--- src/rtl/dbg_capture_ctrl_if.sv ---
// Bundle of the probed sample stream, the circular-buffer RAM ports and the
// host readout stream around dbg_capture_ctrl. The controller is the master.
interface dbg_capture_ctrl_if #(
    parameter int WIDTH  = 16,
    parameter int AWIDTH = 10
);
    logic              smp_vld;
    logic [WIDTH-1:0]  smp_dat;
    logic              trig;
    logic              ram_we;
    logic [AWIDTH-1:0] ram_wr_addr;
    logic [WIDTH-1:0]  ram_dat_in;
    logic              ram_re;
    logic [AWIDTH-1:0] ram_rd_addr;
    logic [WIDTH-1:0]  ram_dat_out;
    logic              rd_req;
    logic [WIDTH-1:0]  rd_dat;
    logic              rd_vld;
    logic              rd_rdy;
    logic              rd_last;

    modport master (
        input  smp_vld, smp_dat, trig, ram_dat_out, rd_req, rd_rdy,
        output ram_we, ram_wr_addr, ram_dat_in, ram_re, ram_rd_addr,
               rd_dat, rd_vld, rd_last
    );

    modport slave (
        output smp_vld, smp_dat, trig, ram_dat_out, rd_req, rd_rdy,
        input  ram_we, ram_wr_addr, ram_dat_in, ram_re, ram_rd_addr,
               rd_dat, rd_vld, rd_last
    );
endinterface

--- src/rtl/dbg_capture_ctrl.sv ---
// Trigger-based capture controller: streams samples into a circular RAM,
// keeps a pre-trigger window, stops after the post-trigger count and replays
// the captured window oldest-first through a valid/ready port.
module dbg_capture_ctrl #(
    parameter int WIDTH  = 16,
    parameter int DEPTH  = 1024,
    parameter int AWIDTH = $clog2(DEPTH)
) (
    input  logic               clk,
    input  logic               reset_n,
    input  logic               arm,
    input  logic               abort,
    input  logic [AWIDTH-1:0]  pre_len,
    input  logic [AWIDTH-1:0]  post_len,
    output logic               busy,
    output logic               done,
    output logic [AWIDTH-1:0]  cap_start,
    dbg_capture_ctrl_if.master bus
);
    localparam logic [AWIDTH:0] DEPTH_W = (AWIDTH+1)'(DEPTH);

    typedef enum logic [2:0] {IDLE, PRE, WAIT_TRIG, POST, DONE, READ} state_t;

    // A post length of zero still captures the trigger sample itself.
    function automatic logic [AWIDTH-1:0] post_effective(input logic [AWIDTH-1:0] len);
        return (len == '0) ? AWIDTH'(1) : len;
    endfunction

    // Shrink the pre-trigger window so the whole capture fits in the RAM.
    function automatic logic [AWIDTH-1:0] pre_clamped(input logic [AWIDTH-1:0] pre,
                                                      input logic [AWIDTH-1:0] post);
        logic [AWIDTH:0] sum;
        sum = {1'b0, pre} + {1'b0, post};
        return (sum > DEPTH_W) ? AWIDTH'(DEPTH_W - {1'b0, post}) : pre;
    endfunction

    state_t            state;
    logic [AWIDTH-1:0] wp, rp, fill, cnt, pre_eff, post_eff;
    logic [AWIDTH-1:0] arm_pre, arm_post;
    logic [AWIDTH:0]   remaining;
    logic              capturing, pop;
    logic              rd_inflight, rd_inflight_last;
    logic [1:0]        fifo_cnt, occ_after_pop;
    logic              fifo_head, wr_slot;
    logic [WIDTH-1:0]  fifo_dat [2];
    logic              fifo_last [2];

    assign arm_post  = post_effective(post_len);
    assign arm_pre   = pre_clamped(pre_len, arm_post);
    assign capturing = (state == PRE) || (state == WAIT_TRIG) || (state == POST);
    assign busy      = capturing || (state == READ);
    assign done      = (state == DONE);

    // Write port is a zero-latency pass-through of the sample strobe.
    assign bus.ram_we      = capturing && bus.smp_vld;
    assign bus.ram_wr_addr = wp;
    assign bus.ram_dat_in  = bus.ram_we ? bus.smp_dat : '0;

    // Reads are throttled so buffered plus in-flight words never exceed two.
    assign pop           = bus.rd_vld && bus.rd_rdy;
    assign occ_after_pop = fifo_cnt + {1'b0, rd_inflight} - {1'b0, pop};
    assign bus.ram_re    = (state == READ) && (remaining != '0) && (occ_after_pop < 2'd2);
    assign bus.ram_rd_addr = rp;

    assign wr_slot     = fifo_head ^ fifo_cnt[0];
    assign bus.rd_vld  = (fifo_cnt != 2'd0);
    assign bus.rd_dat  = bus.rd_vld ? fifo_dat[fifo_head] : '0;
    assign bus.rd_last = bus.rd_vld && fifo_last[fifo_head];

    // Capture/readout sequencer with its pointers and counters.
    always_ff @(posedge clk or negedge reset_n) begin
        if (!reset_n) begin
            state     <= IDLE;
            wp        <= '0;
            rp        <= '0;
            fill      <= '0;
            cnt       <= '0;
            pre_eff   <= '0;
            post_eff  <= '0;
            remaining <= '0;
            cap_start <= '0;
        end else if (abort) begin
            state <= IDLE;
        end else begin
            if (bus.ram_we) wp <= wp + 1'b1;
            case (state)
                IDLE, DONE: begin
                    if (arm) begin
                        pre_eff  <= arm_pre;
                        post_eff <= arm_post;
                        wp       <= '0;
                        fill     <= '0;
                        state    <= (arm_pre == '0) ? WAIT_TRIG : PRE;
                    end else if ((state == DONE) && bus.rd_req) begin
                        rp        <= cap_start;
                        remaining <= {1'b0, pre_eff} + {1'b0, post_eff};
                        state     <= READ;
                    end
                end
                PRE: begin
                    if (bus.smp_vld) begin
                        fill <= fill + 1'b1;
                        if (fill + 1'b1 == pre_eff) state <= WAIT_TRIG;
                    end
                end
                WAIT_TRIG: begin
                    if (bus.smp_vld && bus.trig) begin
                        cnt       <= AWIDTH'(1);
                        cap_start <= wp - pre_eff;
                        state     <= (post_eff == AWIDTH'(1)) ? DONE : POST;
                    end
                end
                POST: begin
                    if (bus.smp_vld) begin
                        cnt <= cnt + 1'b1;
                        if (cnt + 1'b1 == post_eff) state <= DONE;
                    end
                end
                READ: begin
                    if (bus.ram_re) begin
                        rp        <= rp + 1'b1;
                        remaining <= remaining - 1'b1;
                    end
                    if (pop && bus.rd_last) state <= DONE;
                end
                default: state <= IDLE;
            endcase
        end
    end

    // Output FIFO occupancy and the one-cycle RAM read pipeline tracking.
    always_ff @(posedge clk or negedge reset_n) begin
        if (!reset_n) begin
            fifo_cnt         <= 2'd0;
            fifo_head        <= 1'b0;
            rd_inflight      <= 1'b0;
            rd_inflight_last <= 1'b0;
        end else if (abort) begin
            fifo_cnt    <= 2'd0;
            fifo_head   <= 1'b0;
            rd_inflight <= 1'b0;
        end else begin
            rd_inflight      <= bus.ram_re;
            rd_inflight_last <= bus.ram_re && (remaining == (AWIDTH+1)'(1));
            if (pop) fifo_head <= ~fifo_head;
            fifo_cnt <= fifo_cnt + {1'b0, rd_inflight} - {1'b0, pop};
        end
    end

    // Capture returning RAM words into the FIFO slot behind the tail.
    always_ff @(posedge clk) begin
        if (rd_inflight) begin
            fifo_dat[wr_slot]  <= bus.ram_dat_out;
            fifo_last[wr_slot] <= rd_inflight_last;
        end
    end
endmodule

--- src/flat_wrapper.sv ---
// flat-port wrapper written by rule: the top's interface ports become plain ports
module dbg_capture_ctrl_flat 
#(
    parameter int WIDTH  = 16,
    parameter int DEPTH  = 1024,
    parameter int AWIDTH = $clog2(DEPTH)
)
  (clk, reset_n, arm, abort, pre_len, post_len, busy, done, cap_start, bus_smp_vld, bus_smp_dat, bus_trig, bus_ram_dat_out, bus_rd_req, bus_rd_rdy, bus_ram_we, bus_ram_wr_addr, bus_ram_dat_in, bus_ram_re, bus_ram_rd_addr, bus_rd_dat, bus_rd_vld, bus_rd_last);
  dbg_capture_ctrl_if #(.WIDTH(WIDTH), .AWIDTH(AWIDTH)) bus_i ();
  input  logic clk;
  input  logic reset_n;
  input  logic arm;
  input  logic abort;
  input  logic [AWIDTH-1:0] pre_len;
  input  logic [AWIDTH-1:0] post_len;
  output logic busy;
  output logic done;
  output logic [AWIDTH-1:0] cap_start;
  input wire logic [$bits(bus_i.smp_vld)-1:0] bus_smp_vld;
  input wire logic [$bits(bus_i.smp_dat)-1:0] bus_smp_dat;
  input wire logic [$bits(bus_i.trig)-1:0] bus_trig;
  input wire logic [$bits(bus_i.ram_dat_out)-1:0] bus_ram_dat_out;
  input wire logic [$bits(bus_i.rd_req)-1:0] bus_rd_req;
  input wire logic [$bits(bus_i.rd_rdy)-1:0] bus_rd_rdy;
  output wire logic [$bits(bus_i.ram_we)-1:0] bus_ram_we;
  output wire logic [$bits(bus_i.ram_wr_addr)-1:0] bus_ram_wr_addr;
  output wire logic [$bits(bus_i.ram_dat_in)-1:0] bus_ram_dat_in;
  output wire logic [$bits(bus_i.ram_re)-1:0] bus_ram_re;
  output wire logic [$bits(bus_i.ram_rd_addr)-1:0] bus_ram_rd_addr;
  output wire logic [$bits(bus_i.rd_dat)-1:0] bus_rd_dat;
  output wire logic [$bits(bus_i.rd_vld)-1:0] bus_rd_vld;
  output wire logic [$bits(bus_i.rd_last)-1:0] bus_rd_last;
  assign bus_i.smp_vld = bus_smp_vld;
  assign bus_i.smp_dat = bus_smp_dat;
  assign bus_i.trig = bus_trig;
  assign bus_i.ram_dat_out = bus_ram_dat_out;
  assign bus_i.rd_req = bus_rd_req;
  assign bus_i.rd_rdy = bus_rd_rdy;
  assign bus_ram_we = bus_i.ram_we;
  assign bus_ram_wr_addr = bus_i.ram_wr_addr;
  assign bus_ram_dat_in = bus_i.ram_dat_in;
  assign bus_ram_re = bus_i.ram_re;
  assign bus_ram_rd_addr = bus_i.ram_rd_addr;
  assign bus_rd_dat = bus_i.rd_dat;
  assign bus_rd_vld = bus_i.rd_vld;
  assign bus_rd_last = bus_i.rd_last;
  dbg_capture_ctrl #(.WIDTH(WIDTH), .DEPTH(DEPTH), .AWIDTH(AWIDTH)) u_core (.clk(clk), .reset_n(reset_n), .arm(arm), .abort(abort), .pre_len(pre_len), .post_len(post_len), .busy(busy), .done(done), .cap_start(cap_start), .bus(bus_i));
endmodule
--- config.mk ---
export PLATFORM = sky130hd
export DESIGN_NAME = dbg_capture_ctrl_flat
export DESIGN_NICKNAME = d
export VERILOG_FILES = /design/src/rtl/dbg_capture_ctrl_if.sv /design/src/rtl/dbg_capture_ctrl.sv /design/src/flat_wrapper.sv
export SDC_FILE = /design/constraint.sdc
export NUM_CORES = 1
export LEC_CHECK = 0
export CORE_MARGIN = 1.5
export CORE_UTILIZATION = 55
export CTS_CLUSTER_DIAMETER = 100
export CTS_CLUSTER_SIZE = 28
export DETAILED_ROUTE_END_ITERATION = 8
export PLACE_DENSITY = 0.8
export SYNTH_ARGS = -nofsm -noshare
export SYNTH_HDL_FRONTEND = slang
export SYNTH_SLANG_ARGS = --single-unit
--- constraint.sdc ---
create_clock -name clk -period 3.52 [get_ports clk]
set_clock_uncertainty 0.05 [all_clocks]
set_input_delay 0.528 -clock clk [delete_from_list [all_inputs] [get_ports clk]]
set_output_delay 0.528 -clock clk [all_outputs]
set_load 0.03 [all_outputs]
# ---- Word-level counts from Yosys, hierarchy flattened
# Memories as Yosys holds them, arrays and structs flattened.
# Index checks and enable logic that the tools add are counted.
dict set report classes {
  addsub 11
  mul 0
  n_div 0
  magnitude_cmp 2
  eq_ne 23
  shifts 0
  mux 39
  bitwise 3
  n_reduce_logical 28
}
# operator n
set ops {}
lappend ops {{10-bit two-way mux} 12}
lappend ops {{10-bit one-hot mux with 2 select lines} 3}
lappend ops {{10-bit by 1-bit adder with 10-bit output (second input constant)} 4}
lappend ops {{11-bit two-way mux} 3}
lappend ops {{16-bit two-way mux} 2}
lappend ops {{3-bit two-way mux} 10}
lappend ops {{10-bit by 10-bit adder with 11-bit output} 2}
lappend ops {{11-bit one-hot mux with 2 select lines} 1}
lappend ops {{10-bit equality test} 2}
lappend ops {{10-bit logical NOT} 2}
lappend ops {{3-bit inequality test (second input constant)} 6}
lappend ops {{3-bit one-hot mux with 5 select lines} 1}
lappend ops {{11-bit by 1-bit equality test with 1-bit output (second input constant)} 1}
lappend ops {{11-bit > comparator (second input constant)} 1}
lappend ops {{11-bit nonzero test} 1}
lappend ops {{11-bit by 1-bit subtractor with 11-bit output (second input constant)} 1}
lappend ops {{10-bit by 1-bit equality test with 1-bit output (second input constant)} 1}
lappend ops {{2-bit inequality test (second input constant)} 5}
lappend ops {{2-bit nonzero test} 5}
lappend ops {{1-bit by 10-bit subtractor with 10-bit output (first input constant)} 1}
lappend ops {{10-bit subtractor} 1}
lappend ops {{1-bit logical AND} 9}
lappend ops {{4-bit AND reduction} 2}
lappend ops {{7-bit AND reduction} 1}
lappend ops {{other kinds (17)} 29}
dict set report word_totals {
  reg_bits 89
  latch_bits 0
  mem_bits_rw 34
  mem_bits_ro 0
  input_bits 60
  elab_cells 121
  n_memories 2
}
# name depth width read_ports rd_clocked_by_memory_dff wr line
set memory_table {}
lappend memory_table {u_core.fifo_dat 2 16 1 0 1 dbg_capture_ctrl.sv:45} ;# logic [WIDTH-1:0] fifo_dat [2];
lappend memory_table {u_core.fifo_last 2 1 1 0 1 dbg_capture_ctrl.sv:46} ;# logic fifo_last [2];

# ---- Longest topological paths before layout
# Gate-level depths: netlist of run 1.
dict set report depth {
  depth_word 10
  ltp_mapped 19
  mapped_depth_nobuf 17
}

# ---- Least setup slack after synthesis of run 1
# No wires, ideal clock.
dict set report synth_path {
  path_kind {in2reg}
  start {input port post_len[4]}
  end {register u_core.state[0]}
  setup_ns 0.137
  arrival_time_ns 4.163
  setup_slack_ns -0.830
  stages 18
  path_buffers 1
  cell_sequence {buf_2 > or3_1 > or3_1 > or4_1 > nor2_1 > or2_2 > ha_1 > inv_1 > fa_1 > nor2b_1 > o31ai_1 > and3_1 > mux4_2 > nand3_1 > o21ai_4 > mux2_2 > nor3_1 > a2111oi_2}
}
dict set report synth_via {
  elab_chain_len 10
  word_cells_on_any_way 11
}
# item line
set synth_rtl {}
lappend synth_rtl {{start, declared} flat_wrapper.sv:15} ;# input logic [AWIDTH-1:0] post_len;
lappend synth_rtl {{10-bit logical NOT (*)} dbg_capture_ctrl.sv:26} ;# return (len == '0) ? AWIDTH'(1) : len;
lappend synth_rtl {{10-bit two-way mux (*)} dbg_capture_ctrl.sv:26}
lappend synth_rtl {{via u_core.arm_post[0]} dbg_capture_ctrl.sv:39} ;# logic [AWIDTH-1:0] arm_pre, arm_post;
lappend synth_rtl {{10-bit by 10-bit adder with 11-bit output} dbg_capture_ctrl.sv:33} ;# sum = {1'b0, pre} + {1'b0, post};
lappend synth_rtl {{11-bit > comparator} dbg_capture_ctrl.sv:34} ;# return (sum > DEPTH_W) ? AWIDTH'(DEPTH_W - {1'b0, post}) : pre;
lappend synth_rtl {{10-bit two-way mux (*)} dbg_capture_ctrl.sv:34}
lappend synth_rtl {{10-bit logical NOT (*)} dbg_capture_ctrl.sv:93} ;# state <= (arm_pre == '0) ? WAIT_TRIG : PRE;
lappend synth_rtl {{2-bit two-way mux (*)} dbg_capture_ctrl.sv:93}
lappend synth_rtl {{3-bit two-way mux (*)} dbg_capture_ctrl.sv:88} ;# if (arm) begin
lappend synth_rtl {{3-bit one-hot mux with 5 select lines (*)} dbg_capture_ctrl.sv:86} ;# case (state)
lappend synth_rtl {{3-bit two-way mux (*)} dbg_capture_ctrl.sv:82} ;# end else if (abort) begin
lappend synth_rtl {{end signal, assigned} dbg_capture_ctrl.sv:93}
lappend synth_rtl {{end signal, assigned} dbg_capture_ctrl.sv:110} ;# state <= (post_eff == AWIDTH'(1)) ? DONE : POST;
lappend synth_rtl {{end, declared} dbg_capture_ctrl.sv:37} ;# state_t state;
# The timed path passes the listed nets; every way through them passes the cells marked *.
# A chain may end at the register's enable or synchronous reset.

# ---- Worst setup path after layout of run 1
dict set report layout_path {
  start {input port post_len[4]}
  end {register u_core.state[1]}
}
# Same word-level chain as after synthesis.

==> metrics.cfg, run 1 <==
[drt]
first_pass_iters = 8
remaining_drc_errors = 0
drt_wl_total_um = 21800
num_vias = 7210
drt_iter0_drc = 817
wl_per_cell_um = 17.7
postRouteAntennaNets = 0
via_per_inst = 5.86

[power]
switching_power_uw = 3080
total_power_uw = 7390
combinationalPowerShare_pct = 45.9
p_leak_uw = 0.00436
intPower_uw = 4310
p_per_area_mw_per_mm2 = 726
p_clk_share_pct = 22.8
peakVddDrop_v = 0.000442
switching_share_pct = 41.7
seqPwrFrac_pct = 31.3

[die]
initial_core_util_pct = 56.4
core_sq_mm = 0.0139
die_h_um = 122
die_area_sq_mm = 0.0150
ioPinCount = 128
die_x_um = 122
std_cell_rows = 43

[sta]
worst_pin_slew_ns = 0.982
fmax_mhz = 252
setup_viol = 12
layout_setup_ws_ns = -0.441
finalHoldViolCount = 0
fin_crit_ns = 3.96
post-route-period-util_pct = 113
setup_tns_ns = -4.22
slew_violations = 0
worst_hold_slack_ns = 0.220
relSlewSlack_pct = 34.5
rsz0062_at_grt = yes

[placed_design]
pre_cts_ws_ns = -1.15
gp_congestion = 0.955
hpwl_um = 15700
io_buffer_count = 127
dp.cells = 1195

[critical_path]
worst_ep_arrival_time_ns = 4.24
path_common_cell = or3_4
path_max_fanout = 5
path_cells = buf_6, or3_4, or3_4, or4_4, nor2_4, or2_4, ha_4, inv_2, fa_2, nor2b_4, o31ai_4, and3_1, mux4_2, nand3_2, o21ai_4, mux2_4, nand2b_4, a31oi_1
max_stage_delay_ns = 0.46
start_kind = primary input
crit_slowest_cell = mux4_2
critPathCaptureType = flip-flop
critPathKind = in2reg
worst_ep_required_time_ns = 3.80

[cts]
clock-sinks = 123
postCtsHoldBufs = 0
h-tree-depth = 4
insertion_delay_ns = 0.41
cts_root_buffer = clkbuf_16
cts_tree = built
numCtsBuffers = 17
cts.clk_slew.worst_paths_ns = 0.06
cts_buffer_depth = 2

[logic_synthesis]
synth_nets = 985
synthCells = 884
synth.avg_cell_area_sq_um = 8.86
synth-main-ff-cell = dfrtp_1
syn_area_sq_mm = 0.00783
synth_warnings = 0
synth_edf_count = 34
synthArstFlopShare_pct = 72.4
ys_seq_area_share_pct = 41.5
ys_seq_elements = 123
synth_cell_types = 60

[grt]
grt_pass1_vias = 7007
grt_start_max_net_pins = 76
grt_pass1_wl_um = 35400
overflow = 0
antenna_found_initial = 0
grt.total_usage_pct = 30.3

[outcome]
violations = setup timing
status = finished with violations

[layout]
drive_gt1_share_pct = 13.1
final_common_cell = clkdlybuf4s50_1
final_cells = 1231
area_delta_synth_final_pct = 29.8
nets = 1139
diodes = 0
layout_common_cells = 105 x clkdlybuf4s50_1, 95 x nand2_1, 93 x nor2_1

[hold_path]
hold_class = in2async

[job]
cap_violations = 0

[cell type report]
type / count / area (sq um)
clock buffer: 20 / 437
clock inverter: 12 / 126
fill: 1047 / 3710
inverter: 30 / 113
multi-input combinational: 689 / 4420
sequential: 123 / 3250
tap: 180 / 225
timing repair buffer: 177 / 1600
[critical path, delay by kind of cell]
family / cells / cell delay, ns
adder cells (fa/ha/maj): 2 / 0.49
AND/OR/NAND/NOR: 9 / 1.97
AO/OA/AOI/OAI: 3 / 0.32
buffers and inverters: 2 / 0.12
multiplexers: 2 / 0.80
[flip-flops by register name, summed over array words and instances (netlist names)]
| name | flops |
|---|---|
| u_core.fill | 10 |
| u_core.fifo_head | 1 |
| u_core.rd_inflight | 1 |
| u_core.state | 3 |
| u_core.bus.ram_rd_addr | 10 |
| u_core.cap_start | 10 |
| u_core.remaining | 11 |
| u_core.fifo_cnt | 2 |
| u_core.fifo_dat | 32 |
| u_core.fifo_last | 2 |
| u_core.post_eff | 10 |
| u_core.pre_eff | 10 |
| u_core.cnt | 10 |
| u_core.bus.ram_wr_addr | 10 |
| u_core.rd_inflight_last | 1 |
[power groups by stage]
stage | combinational, uW | clock [uW] | sequential, uW
floorplan | 2130 | 0 | 2310
global placement | 3260 | 0 | 2300
detailed placement | 3330 | 0 | 2310
CTS | 3380 | 1690 | 2290
global route | 3720 | 1750 | 2350
finish | 3390 | 1680 | 2310
[cell families after synthesis]
group | share of synthesized area, %
adder cells (fa/ha/maj) | 6.84
flip-flops | 41.5
AO/OA/AOI/OAI | 16.7
AND/OR/NAND/NOR | 21.3
buffers and inverters | 3.61
XOR/XNOR | 6.60
multiplexers | 3.51
[synthesized netlist by cell type (3+ instances only)]
master / instances / area share (%)
nor2_1: 96 / 4.6
nand2_1: 95 / 4.6
o21ai_0: 95 / 6.1
dfrtp_1: 89 / 28
a21oi_1: 54 / 3.5
ha_1: 38 / 6.1
edfxtp_1: 34 / 13
clkbuf_1: 31 / 1.5
inv_1: 30 / 1.4
xor2_1: 30 / 3.4
xnor2_1: 29 / 3.2
nand3_1: 27 / 1.7
and2_1: 26 / 2.1
mux2i_1: 23 / 2.9
nor3_1: 20 / 1.3
and3_1: 14 / 1.1
nand2b_1: 13 / 1.0
nor2b_1: 13 / 1.0
o31ai_1: 12 / 1.2
a21o_1: 11 / 1.1
a31oi_1: 9 / 0.72
buf_2: 9 / 0.58
nor4_1: 9 / 0.72
nand3b_1: 6 / 0.58
nor3b_1: 5 / 0.48
or3_1: 5 / 0.40
nand4_1: 4 / 0.32
o21a_1: 4 / 0.38
a211oi_1: 3 / 0.29
and4_1: 3 / 0.34
fa_1: 3 / 0.77
o22ai_1: 3 / 0.24
[per-stage QoR]
step / util (%) / cell area (sq um)
2_1_floorplan: - / 7900
3_3_place_gp: 68.5 / 9510
3_5_place_dp: 68.5 / 9510
4_1_cts: 73.0 / 10100
5_1_grt: 73.3 / 10200
6_report: 73.3 / 10200
[layer usage]
layer,GRT usage (%),vias to the layer above,wire [um]
met3,6.78,42,1360
met1,37.9,3437,8860
li1,-,3432,-
met2,52.5,299,11100
met4,9.23,0,451
met5,0,-,0
[what timing repair did]
action | 4_1_cts | 5_1_grt
setup endpoints to repair | 12 | 12
resized for setup | 28 | 11
pin swaps | 11 | 8
setup buffers | 4 | 0
endpoints found under the hold margin | 0 | 0
[path summary, 6_finish.rpt]
| path | from | endpoint | slack, ns | depth (start not counted) |
|---|---|---|---|---|
| max in group asynchronous | reset_n | u_core.post_eff[8] | 2.49 | 2 |
| max reg2reg | u_core.remaining[3] | u_core.bus.ram_rd_addr[5] | 0.34 | 9 |
| max | post_len[4] | u_core.state[1] | -0.44 | 18 |
| min | reset_n | u_core.bus.ram_rd_addr[9] | 0.22 | 1 |
| min in group clk | u_core.rd_inflight_last | u_core.fifo_last[0] | 0.43 | 0 |
| min reg2reg | u_core.rd_inflight_last | u_core.fifo_last[0] | 0.43 | 0 |
Note: power is estimated with default switching activity, not from simulation.
==> run 2, diff against run 1 <==
--- a/constraint.sdc
+++ b/constraint.sdc
@@ -4,2 +4,2 @@
 set_output_delay 0.528 -clock clk [all_outputs]
-set_load 0.03 [all_outputs]
+set_load 0.005 [all_outputs]
==> metrics.cfg, run 2 (same netlist as run 1, synthesis figures left out) <==
[critical_path]
critPathCaptureType = flip-flop
startpoint = post_len[4]
worst_ep_arrival_time_ns = 4.20  ; -0.04 ns
start_kind = primary input
regToRegStartpoint = u_core.cnt[0]
worst_ep_required_time_ns = 3.81  ; about the same
path_max_fanout = 4  ; -1
critPathKind = in2reg

[power]
peakVddDrop_v = 0.000352  ; -20%
p_per_area_mw_per_mm2 = 690  ; -4.9%
total_power_uw = 7030  ; -4.8%
p_leak_uw = 0.00431  ; -0.94%

[grt]
grt_pass1_vias = 6976  ; -0.44%
grt_start_max_net_pins = 61  ; -20%
antenna_found_initial = 0  ; unchanged
grt.total_usage_pct = 29.7  ; -0.69 points
grt_pass1_wl_um = 34600  ; -2.3%
overflow = 0  ; unchanged

[layout]
top_regs = u_core.fifo_dat x32, u_core.remaining x11
layout_common_cells = 122 x clkdlybuf4s50_1, 95 x nor2_1, 95 x nand2_1
final_common_cell = clkdlybuf4s50_1
final_area_sq_mm = 0.0102  ; +0.14%
max_flop_register = u_core.fifo_dat
area_delta_synth_final_pct = 30.0
largest_reg_flops = 32  ; unchanged
nets = 1135  ; -0.35%
fillers = 998  ; -4.7%
drive_gt1_share_pct = 10.6  ; -2.5 points
diodes = 0  ; unchanged

[sta]
post-route-period-util_pct = 111  ; -1.5 points
fin_crit_ns = 3.91  ; -0.0534 ns
fmax_mhz = 256  ; +1.4%
rsz0062_at_grt = yes
worst_pin_slew_ns = 0.837  ; -0.145 ns
finalHoldViolCount = 0  ; unchanged
relSlewSlack_pct = 44.2  ; +9.7 points
slew_violations = 0  ; unchanged
setup_viol = 12  ; unchanged
layout_setup_ws_ns = -0.387  ; +0.0534 ns
worst_hold_slack_ns = 0.124  ; -0.0957 ns

[outcome]
status = finished with violations
violations = setup timing

[die]
core_sq_mm = 0.0139  ; unchanged
initial_core_util_pct = 56.4  ; unchanged
ioPinCount = 128  ; unchanged
die_area_sq_mm = 0.0150  ; unchanged
die_h_um = 122  ; unchanged
std_cell_rows = 43  ; unchanged
die_x_um = 122  ; unchanged

[drt]
wl_per_cell_um = 17.5  ; -1.1%
drt_iter0_drc = 629  ; -23%
postRouteAntennaNets = 0  ; unchanged
drt_wl_total_um = 21500  ; -1.4%
via_per_inst = 5.89  ; +0.56%
remaining_drc_errors = 0  ; unchanged
num_vias = 7227  ; +0.24%
first_pass_iters = 5  ; -3

[cts]
clock-sinks = 123  ; unchanged
numCtsBuffers = 17  ; unchanged
postCtsHoldBufs = 0  ; unchanged
cts_root_buffer = clkbuf_16
insertion_delay_ns = 0.43  ; +0.02 ns
cts_tree = built
cts_buffer_depth = 2  ; unchanged
cts.clk_slew.worst_paths_ns = 0.06  ; about the same
h-tree-depth = 4  ; unchanged

[job]
cap_violations = 0  ; unchanged

[placed_design]
gp_congestion = 0.949  ; -0.66%
dpl_cell_area_sq_mm = 0.00954  ; +0.32%
io_buffer_count = 127  ; unchanged
hpwl_um = 15800  ; +0.56%
pre_cts_ws_ns = -1.23  ; -0.0766 ns

[hold_path]
hold_class = in2async

## run 2: changes by cell type in the layout (fill, tap and decap cells not counted), sizes merged
| cell | previous run | this run |
|---|---|---|
| clkdlybuf4s50 | 105 | 122 |
| inv | 31 | 35 |
| clkbuf | 20 | 17 |
| clkinv | 7 | 6 |
| dlymetal6s2s | 0 | 1 |
| buf | 72 | 50 |
## run 2: critical path, cell delays in order
cell and delay, ns:
buf_6 0.09, or3_4 0.37, or3_4 0.35, or4_4 0.46, nor2_4 0.09, or2_4 0.13
ha_4 0.13, inv_2 0.04, fa_2 0.36, nor2b_4 0.15, o31ai_4 0.10, and3_1 0.15
mux4_2 0.46, nand3_2 0.10, o21ai_4 0.08, mux2_4 0.32, nand2b_4 0.14, a31oi_1 0.15
## run 2: metal layers
layer / GRT usage [%] / up-vias / share of wire, %
met3: 5.53 / 45 / 5.1
met5: 0 / - / 0
li1: - / 3428 / -
met4: 11.1 / 0 / 2.2
met1: 36.3 / 3501 / 41
met2: 52.1 / 253 / 51
## run 2: final timing paths
check / cells after the start / end / slack (ns)
worst min-delay path: 1 / u_core.bus.ram_rd_addr[2] / 0.12
min in group clk: 4 / u_core.post_eff[5] / 0.39
max in group asynchronous: 2 / u_core.pre_eff[5] / 2.52
worst max-delay path: 18 / u_core.state[1] / -0.39
worst max register to register: 10 / u_core.state[1] / 0.44
worst min register to register: 0 / u_core.fifo_last[1] / 0.44
## run 2: final cells by class
class / instances / area, sq um / area share (%)
clock inverter: 15 / 163 / 1.60
clock buffer: 17 / 425 / 4.18
inverter: 30 / 113 / 1.11
tap: 180 / 225 / 2.21
multi-input combinational: 689 / 4390 / 43.2
timing repair buffer: 173 / 1610 / 15.9
sequential: 123 / 3250 / 31.9
## run 2: power by group
part,switching [uW],total (uW),internal [uW]
clock network,702,1750,1050
registers,523,2320,1790
logic,1480,2960,1480
## run 2: what timing repair did
| item | in CTS | in global routing |
|---|---|---|
| setup endpoints to repair | 12 | 13 |
| pin swaps | 11 | 6 |
| buffers inserted | 1 | 1 |
| resized for setup | 21 | 5 |
## run 2: stage by stage
| step | instances | setup TNS (ns) | utilization (%) |
|---|---|---|---|
| floorplan | 884 | -6.14 | - |
| global placement | 1193 | -11.68 | 68.7 |
| detailed placement | 1193 | -13.55 | 68.7 |
| CTS | 1226 | -5.40 | 73.2 |
| global route | 1227 | -5.03 | 73.4 |
| finish | 1227 | -3.64 | 73.4 |
